**config.mk**
```make
export PLATFORM = sky130hd
export DESIGN_NAME = spi_slave_rx
export DESIGN_NICKNAME = d
export VERILOG_FILES = /design/src/rtl/spi_slave_rx.sv
export SDC_FILE = /design/constraint.sdc
export NUM_CORES = 1
export LEC_CHECK = 0
export BUFFER_PORTS_ARGS = -buffer_cell sky130_fd_sc_hd__buf_2
export CORE_ASPECT_RATIO = 0.6
export CORE_MARGIN = 1
export CORE_UTILIZATION = 50
export DETAILED_ROUTE_END_ITERATION = 10
export PLACE_DENSITY_LB_ADDON = 0.3
export SYNTH_ARGS = -nofsm -noshare
export SYNTH_HDL_FRONTEND = slang
export SYNTH_SLANG_ARGS = --single-unit
```
**constraint.sdc**
```tcl
create_clock -name clk -period 2.8 [get_ports clk]
set_input_delay 0.42 -clock clk [delete_from_list [all_inputs] [get_ports clk]]
set_output_delay 0.42 -clock clk [all_outputs]
set_load 0.01 [all_outputs]
```
**src/rtl/spi_slave_rx.sv**
```systemverilog
// SPI mode-0 slave with a receive shifter and a transmit shifter.
//
// The SPI pins are brought into the clk domain through SYNC_STAGES flops.
// All edges are detected on the synchronized copies only.
// Received words come out MSB first on rx_data, with a one-cycle rx_valid strobe.
// Transmit words are handed in through a one-word holding buffer (tx_data/tx_valid/tx_ready).
// The transmit shifter drives spi_miso.
//
// Ports
//   clk, rst      system clock (rising edge) and asynchronous active-high reset
//   spi_sclk      SPI clock, CPOL=0 / CPHA=0
//   spi_cs_n      chip select, active low
//   spi_mosi      master-out data
//   spi_miso      slave-out data (MSB of the TX shifter while a frame is active)
//   spi_miso_oe   MISO output enable, high during a frame
//   rx_data       last completed received word
//   rx_valid      one-cycle pulse when rx_data updates
//   tx_data       next word to transmit
//   tx_valid      tx_data is valid
//   tx_ready      the TX holding buffer is empty
//   frame_active  a CS-low frame is in progress
//   rx_abort      one-cycle pulse when CS rises with a partial word
//   tx_underrun   one-cycle pulse when the TX shifter reloads from an empty buffer
//   word_count    completed words in the current frame, saturating at 255
module spi_slave_rx #(
    parameter int WORD_W      = 16,
    parameter int SYNC_STAGES = 2
) (
    input  logic              clk,
    input  logic              rst,
    input  logic              spi_sclk,
    input  logic              spi_cs_n,
    input  logic              spi_mosi,
    output logic              spi_miso,
    output logic              spi_miso_oe,
    output logic [WORD_W-1:0] rx_data,
    output logic              rx_valid,
    input  logic [WORD_W-1:0] tx_data,
    input  logic              tx_valid,
    output logic              tx_ready,
    output logic              frame_active,
    output logic              rx_abort,
    output logic              tx_underrun,
    output logic [7:0]        word_count
);

    localparam int CNT_W = (WORD_W > 1) ? $clog2(WORD_W) : 1;

    typedef enum logic {
        IDLE,
        SHIFT
    } state_t;

    state_t state, next_state;

    logic [SYNC_STAGES-1:0] sclk_sync, cs_sync, mosi_sync;
    logic sclk_s, cs_s, mosi_s;
    logic sclk_prev, cs_prev;
    logic sclk_rise, sclk_fall, cs_rise, cs_fall;

    logic             start, stop;
    logic             shift_bit, fall_evt, last_bit;
    logic             reload, tx_accept;
    logic [CNT_W-1:0] bit_cnt;
    logic             word_done;
    logic [WORD_W-1:0] rx_shift;
    logic [WORD_W-1:0] tx_shift;
    logic [WORD_W-1:0] tx_buf;
    logic             buf_full;
    logic             reload_pending;

    // Synchronizer chains.
    // Reset loads the idle bus levels so that leaving reset cannot look like an edge.
    always_ff @(posedge clk or posedge rst) begin
        if (rst) begin
            sclk_sync <= '0;
            cs_sync   <= '1;
            mosi_sync <= '0;
        end else begin
            sclk_sync[0] <= spi_sclk;
            cs_sync[0]   <= spi_cs_n;
            mosi_sync[0] <= spi_mosi;
            for (int i = 1; i < SYNC_STAGES; i++) begin
                sclk_sync[i] <= sclk_sync[i-1];
                cs_sync[i]   <= cs_sync[i-1];
                mosi_sync[i] <= mosi_sync[i-1];
            end
        end
    end

    assign sclk_s = sclk_sync[SYNC_STAGES-1];
    assign cs_s   = cs_sync[SYNC_STAGES-1];
    assign mosi_s = mosi_sync[SYNC_STAGES-1];

    // Previous synchronized levels, used for edge detection.
    always_ff @(posedge clk or posedge rst) begin
        if (rst) begin
            sclk_prev <= 1'b0;
            cs_prev   <= 1'b1;
        end else begin
            sclk_prev <= sclk_s;
            cs_prev   <= cs_s;
        end
    end

    assign sclk_rise = sclk_s & ~sclk_prev;
    assign sclk_fall = ~sclk_s & sclk_prev;
    assign cs_fall   = ~cs_s & cs_prev;
    assign cs_rise   = cs_s & ~cs_prev;

    // Next-state logic.
    // start and stop mark the single cycle in which a frame opens or closes.
    always_comb begin
        next_state = state;
        start      = 1'b0;
        stop       = 1'b0;
        case (state)
            IDLE: begin
                if (cs_fall) begin
                    next_state = SHIFT;
                    start      = 1'b1;
                end
            end
            SHIFT: begin
                if (cs_rise) begin
                    next_state = IDLE;
                    stop       = 1'b1;
                end
            end
            default: next_state = IDLE;
        endcase
    end

    // A CS rise takes priority over SCLK edges seen in the same cycle.
    assign shift_bit = (state == SHIFT) && !cs_rise && sclk_rise;
    assign fall_evt  = (state == SHIFT) && !cs_rise && sclk_fall;
    assign last_bit  = (bit_cnt == CNT_W'(WORD_W - 1));
    assign reload    = start || (fall_evt && reload_pending);
    assign tx_accept = tx_valid && !buf_full;

    // State register and the frame-level status outputs.
    always_ff @(posedge clk or posedge rst) begin
        if (rst) begin
            state        <= IDLE;
            frame_active <= 1'b0;
            spi_miso_oe  <= 1'b0;
            rx_abort     <= 1'b0;
        end else begin
            state    <= next_state;
            rx_abort <= stop && (bit_cnt != '0);
            if (start) begin
                frame_active <= 1'b1;
                spi_miso_oe  <= 1'b1;
            end else if (stop) begin
                frame_active <= 1'b0;
                spi_miso_oe  <= 1'b0;
            end
        end
    end

    // Receive path.
    // word_done delays the word hand-off by one cycle after the wrapping SCLK rise.
    // Any partial word is dropped: the next frame restarts at bit 0 and shifts in a full word.
    always_ff @(posedge clk or posedge rst) begin
        if (rst) begin
            bit_cnt    <= '0;
            rx_shift   <= '0;
            word_done  <= 1'b0;
            rx_data    <= '0;
            rx_valid   <= 1'b0;
            word_count <= '0;
        end else begin
            word_done <= shift_bit && last_bit;
            rx_valid  <= word_done;
            if (start || stop) begin
                bit_cnt <= '0;
            end else if (shift_bit) begin
                bit_cnt <= last_bit ? '0 : bit_cnt + 1'b1;
            end
            if (shift_bit) begin
                rx_shift <= {rx_shift[WORD_W-2:0], mosi_s};
            end
            if (word_done) begin
                rx_data <= rx_shift;
            end
            if (start) begin
                word_count <= '0;
            end else if (word_done && (word_count != 8'hFF)) begin
                word_count <= word_count + 8'd1;
            end
        end
    end

    // Transmit path.
    // The shifter loads at frame start and on the first SCLK fall after each word wrap.
    // On any other SCLK fall it shifts left.
    // A reload takes the buffered word, or zero with tx_underrun if the buffer is empty.
    // tx_ready depends only on buf_full, so a buffered word reloaded in a cycle keeps
    // tx_ready low for that cycle.
    // The buffer is not touched by CS rise, so a held word carries over into the next frame.
    always_ff @(posedge clk or posedge rst) begin
        if (rst) begin
            tx_shift       <= '0;
            tx_buf         <= '0;
            buf_full       <= 1'b0;
            reload_pending <= 1'b0;
            tx_underrun    <= 1'b0;
        end else begin
            tx_underrun <= reload && !buf_full;
            if (reload) begin
                tx_shift <= buf_full ? tx_buf : '0;
            end else if (fall_evt) begin
                tx_shift <= {tx_shift[WORD_W-2:0], 1'b0};
            end
            if (tx_accept) begin
                tx_buf   <= tx_data;
                buf_full <= 1'b1;
            end else if (reload) begin
                buf_full <= 1'b0;
            end
            if (start || stop) begin
                reload_pending <= 1'b0;
            end else if (shift_bit && last_bit) begin
                reload_pending <= 1'b1;
            end else if (reload) begin
                reload_pending <= 1'b0;
            end
        end
    end

    assign tx_ready = ~buf_full;
    assign spi_miso = frame_active & tx_shift[WORD_W-1];

endmodule
```
==> summary.md, run 1 <==
| Metric | Value |
|---|---|
| Outcome | `complete, no violations` |
| Synth Flop Type | `dfrtp_1` |
| Placed Area | `4330 µm²` |
| Total global routing overflow | `0` |
| Worst-path clk slew | `0.06 ns` |
| Worst-Margin Slew | `0.905 ns` |
| Final hold vios | `0` |
| DRT Pass-1 Iters | `4` |
| Clock skew | `0.00592 ns` |
| Cts repair resizes | `0` |
| Share of layout cells above drive strength 1 | `0.368` |
| CTS Hold Bufs | `0` |
| DR WL/cell | `15.6 µm` |
| Crit path DAT | `2.31 ns` |
| Worst Setup End Kind | `flip-flop` |
| Antenna-violating nets left | `0` |
| Gpl congestion | `0.839` |
| F_max | `473 MHz` |
| Starting density of the core | `0.533` |
| Cell area after layout | `4630 µm²` |
| Nets | `387` |
| Largest net degree at the start of global routing | `93` |
| Initial antenna violation count | `0` |
| Number of port buffers | `52` |
| Clk sink count | `92` |
| Slew HR | `0.397` |
| Mean Syn Cell Area | `12.5 µm²` |
| CTS Root Buffer Type | `clkbuf_16` |
| Die ar. | `8350 µm²` |
| Worst-case clock buffer depth | `2` |
| Lkg Pwr | `0.00218 µW` |
| Area growth from synthesis to layout | `16.0%` |
| CP Launch Type | `flip-flop` |
| Setup TNS | `0 ns` |
| DRC violations left | `0` |
| CTS buffer count | `9` |
| H-tree levels | `3` |
| Num ports | `53` |
| Mapped Cells | `319` |
| Final setup vio count | `0` |
| Placed Cells | `455` |
| Max Cap Violations | `0` |
| Critical path type | `reg2reg` |
| All-layer global routing usage | `0.201` |
| Clk_lat worst skew | `0.33 ns` |
| First-pass GRT wire length | `12.6 mm` |
| Fill cell count | `577` |
| Die height | `71.2 µm` |
| Via count | `2688` |
| Unrepaired setup endpoints after global routing | `false` |
| Setup Fix Bufs, Post-CTS | `0` |
| YS warnings | `0` |
| Syn nets | `344` |
| Routed vias/inst | `5.71` |
| EDFF count, synth | `0` |
| Max-slew violation count | `0` |
| Post-layout util | `0.619` |
| Worst hold path class | `in2reg` |
| DP Wirelength | `5.05 mm` |
| Minimum clock period | `2.12 ns` |
| Crit Path Max Fanout | `16` |
| Synth async-reset ratio | `1.00` |
| Number of distinct library cells after synthesis | `47` |
| Antenna cells | `0` |
| Vias in the first global route | `2632` |
| Fin crit share | `0.756` |
| CTS tree | `built` |
| Power per cell area | `743 nW/µm²` |
| Yosys reg bits | `92` |
| Req. time, crit path | `3.00 ns` |
| Core footprint | `7480 µm²` |
| Synth Cell Area | `3990 µm²` |
| 1st-iter DRT viols | `259` |
| Routed WL | `7.35 mm` |
| Sequential share of the synthesized area | `0.578` |
| Die X | `117 µm` |
| VDD IR max | `0.000465 V` |
| Non-Filler Instances | `471` |
| Rows | `24` |
## placed cells by master, fill, tap and decap left out, types with 4 or more instances in the layout
cell type / n
nor4_1: 15
a31oi_1: 8
a31oi_2: 9
dfrtp_1: 89
mux2_2: 46
clkbuf_1: 4
nor2_1: 4
nand3_1: 20
and3_1: 6
a21oi_1: 13
nand2_1: 8
clkbuf_16: 9
o211ai_1: 15
buf_2: 52
buf_4: 5
o21ai_0: 6
inv_1: 5
## cell families after synthesis
family | after synthesis | synth area share
compound gates | 58 | 0.107
flops | 92 | 0.578
mux | 51 | 0.144
fa+ha+maj | 3 | 0.00941
buf+inv | 33 | 0.0377
simple gates | 82 | 0.124
## where the power goes
| part | leakage (µW) | internal (µW) | switching, µW |
|---|---|---|---|
| sequential | 0.00116 | 1580 | 169 |
| clock | 0.000144 | 741 | 447 |
| combinational | 0.000872 | 270 | 225 |
| total | 0.00218 | 2590 | 841 |
## through the flow
step / setup WS (ns) / total power, µW / hold WS, ns
after floorplan: 0.966 / 2120 / 0.331
after global placement: 0.781 / 2230 / 0.333
after detailed placement: 0.729 / 2270 / 0.345
after CTS: 0.711 / 3470 / 0.174
after global routing: 0.594 / 3620 / 0.169
final: 0.684 / 3430 / 0.186
## flip-flops by register name, indices dropped and copies added (netlist names)
signal	flops
tx_underrun	1
buf_full	1
rx_shift	16
tx_buf	16
sclk_prev	1
rx_valid	1
cs_prev	1
frame_active	1
sclk_sync	2
reload_pending	1
bit_cnt	4
cs_sync	2
word_count	8
rx_data	16
tx_shift	16
mosi_sync	2
rx_abort	1
word_done	1
state	1
## cell type report
| cell class | count | area (µm²) | area share |
|---|---|---|---|
| Sequential cell | 92 | 2310 | 0.499 |
| Clock buffer | 15 | 268 | 0.0579 |
| Clock inverter | 1 | 30.0 | 0.00649 |
| Multi-Input combinational cell | 194 | 1540 | 0.334 |
| Timing Repair Buffer | 58 | 318 | 0.0687 |
| Inverter | 7 | 30.0 | 0.00649 |
| Tap cell | 104 | 130 | 0.0281 |
## final timing paths
check	from	end	slack [ns]	depth (start not counted)
min in group asynchronous	rst	mosi_sync[0]	0.21	3
hold reg to reg	sclk_sync[0]	sclk_sync[1]	0.35	0
setup reg to reg	cs_prev	tx_shift[6]	0.68	4
max in group asynchronous	rst	word_count[5]	2.21	3
hold / removal	spi_cs_n	cs_sync[0]	0.19	1
setup / recovery	cs_prev	tx_shift[6]	0.68	4
## critical path: stages (launching register included)
cell and delay [ns]:
dfstp_2 0.59, and4b_1 0.59, or3_1 0.41, buf_4 0.29, a31oi_2 0.10
## Yosys cell counts (3+ instances only)
master    number  area, µm²
nor3_1         3       15.0
nand2_1        8       30.0
nor2b_1        3       18.8
buf_2          6       30.0
o211ai_1      15        113
dfstp_2        3       78.8
mux2_2        46        518
inv_1          6       22.5
a31oi_2        9        113
and4_1         3       26.3
nor2_1         4       15.0
dfrtp_1       89       2230
clkbuf_1      17       63.8
a21oi_1       13       65.1
o21ai_0        6       30.0
nand3_1       20        100
ha_1           3       37.5
nor4_1        15       93.8
and3_1         6       37.5
a31oi_1        8       50.1
## routing by layer
| metal | share of wire | up-vias | global-route usage |
|---|---|---|---|
| li1 | - | 1272 | - |
| met1 | 0.49 | 1329 | 0.294 |
| met2 | 0.45 | 75 | 0.279 |
| met3 | 0.052 | 12 | 0.0728 |
| met4 | 0.0099 | 0 | 0.0591 |
| met5 | 0 | - | 0 |
No activity file was read; power rests on OpenSTA's default activity.
==> run 2: changes to the inputs <==
- clock period: 2.8 -> 1.95 ns (I/O delays scaled with it)
==> summary.md, run 2 (same netlist as run 1, synthesis figures left out) <==
| Metric | Value |
|---|---|
| Dpl ws | `0.267 ns (-0.462 ns)` |
| Worst hold slack | `0.0582 ns (-0.128 ns)` |
| Worst-path clk slew | `0.06 ns (about the same)` |
| 1st-iter DRT viols | `198 (-24%)` |
| Critical path type | `reg2reg` |
| Worst hold path class | `in2reg` |
| Max Cap Violations | `0 (unchanged)` |
| RR Endpoint | `rx_shift[1]` |
| Critical path's slowest cell | `dfstp_2` |
| Die X | `117 µm (unchanged)` |
| Fin crit share | `0.872 (+0.116)` |
| Max-slew violation count | `0 (unchanged)` |
| Cts repair resizes | `0 (unchanged)` |
| Crit path largest cell delay | `0.61 ns (+0.02 ns)` |
| F_max | `588 MHz (+24%)` |
| Nets | `392 (+1.3%)` |
| Routed vias/inst | `5.70 (about the same)` |
| Placed Cells | `460 (+1.1%)` |
| Lkg Pwr | `0.00222 µW (+1.8%)` |
| Worst-Margin Slew | `0.504 ns (-0.402 ns)` |
| H-tree levels | `3 (unchanged)` |
| Antenna-violating nets left | `0 (unchanged)` |
| Hold Crit Depth | `1 (unchanged)` |
| Final hold vios | `0 (unchanged)` |
| CP Depth | `4 (unchanged)` |
| Gpl congestion | `0.829 (-1.2%)` |
| Slew HR | `0.662 (+0.266)` |
| Rows | `24 (unchanged)` |
| Vias in the first global route | `2545 (-3.3%)` |
| Crit Path Max Fanout | `16 (unchanged)` |
| CP top delay family | `flip-flops` |
| Initial antenna violation count | `0 (unchanged)` |
| Setup TNS | `0 ns (unchanged)` |
| Clk_lat worst skew | `0.34 ns (about the same)` |
| Share of layout cells above drive strength 1 | `0.384 (+0.0166)` |
| Worst R2R Start | `cs_prev` |
| All-layer global routing usage | `0.201 (+0.000376)` |
| Largest net degree at the start of global routing | `93 (unchanged)` |
| Commonest non-fill, non-tap cell in the layout | `dfrtp_1` |
| Die height | `71.2 µm (unchanged)` |
| CTS tree | `built` |
| Non-Filler Instances | `476 (+1.1%)` |
| Commonest non-fill, non-tap cells in the layout | `89 x dfrtp_1, 52 x buf_2, 46 x mux2_2` |
| Power per cell area | `1080 nW/µm² (+45%)` |
| CTS Hold Bufs | `0 (unchanged)` |
| First-pass GRT wire length | `12.8 mm (+1.5%)` |
| Outcome | `complete, no violations` |
| Worst-case clock buffer depth | `2 (unchanged)` |
| CTS Root Buffer Type | `clkbuf_16` |
| DR WL/cell | `15.3 µm (-2.2%)` |
| Worst Reg-to-Reg Cells | `4 (unchanged)` |
| Number of port buffers | `52 (unchanged)` |
| Area growth from synthesis to layout | `17.4%` |
| Starting density of the core | `0.533 (unchanged)` |
| Final setup vio count | `0 (unchanged)` |
| Total global routing overflow | `0 (unchanged)` |
| Setup slack after layout | `0.250 ns (-0.435 ns)` |
| Core footprint | `7480 µm² (unchanged)` |
| DRT Pass-1 Iters | `4 (unchanged)` |
| R2r setup slk | `0.25 ns (-0.43 ns)` |
| Clock skew | `0.00716 ns (+0.00124 ns)` |
| Crit-path cells | `and2b_1, nor2_2, buf_4, mux2_2` |
| CTS buffer count | `9 (unchanged)` |
| Clk sink count | `92 (unchanged)` |
| Num ports | `53 (unchanged)` |
| Antenna cells | `0 (unchanged)` |
| Routed WL | `7.26 mm (-1.2%)` |
| Crit path DAT | `1.92 ns (-0.39 ns)` |
| Minimum clock period | `1.70 ns (-0.415 ns)` |
| Hold wc startpoint | `spi_cs_n` |
| Worst Setup End Kind | `flip-flop` |
| Setup Fix Bufs, Post-CTS | `0 (unchanged)` |
| Final Power | `5050 µW (+47%)` |
| DP Wirelength | `4.82 mm (-4.6%)` |
| Die ar. | `8350 µm² (unchanged)` |
| DRC violations left | `0 (unchanged)` |
| Via count | `2715 (+1.0%)` |
| Req. time, crit path | `2.17 ns (-0.83 ns)` |
| Buf/Inv on CP | `1 (unchanged)` |
| Unrepaired setup endpoints after global routing | `false` |
| CP Launch Type | `flip-flop` |
| Hold Path End | `cs_sync[0]` |
| VDD IR max | `0.000816 V (+75%)` |
| Fill cell count | `586 (+1.6%)` |
[run 2: worst max-delay path by stage]
stage	from	to	slack, ns
5_1_grt	cs_prev	rx_shift[1]	0.16
2_1_floorplan	cs_prev	rx_shift[1]	0.12
4_1_cts	cs_prev	rx_shift[1]	0.25
3_3_place_gp	cs_sync[1]	tx_underrun	0.31
3_5_place_dp	cs_prev	rx_shift[13]	0.27
6_report	cs_prev	rx_shift[1]	0.25
[run 2: area by class of cell]
cell class              count  area [µm²]  area share
repair buffers             63         355      0.0759
well taps                 104         130      0.0278
clock buffers              11         243      0.0518
multi-input cells         194        1540       0.330
clock inverters             5        75.1      0.0160
inverters                   7        30.0     0.00641
flip-flops and latches     92        2310       0.492
[run 2: power by group]
part	internal, µW	switching (µW)	leakage [µW]
logic	393	311	0.000896
registers	2270	239	0.00116
clock network	1150	684	0.000159
[run 2: through the flow]
stage	instance area [µm²]	util
after floorplan	3990	-
after global placement	4370	0.584
after detailed placement	4370	0.584
after CTS	4680	0.626
after global routing	4680	0.626
final	4680	0.626
[run 2: per-layer routing]
layer,GRT usage,wire length [µm],up-vias
met2,0.264,3070,76
li1,-,-,1276
met5,0,0,-
met4,0.0633,64,0
met3,0.0651,377,8
met1,0.312,3750,1355
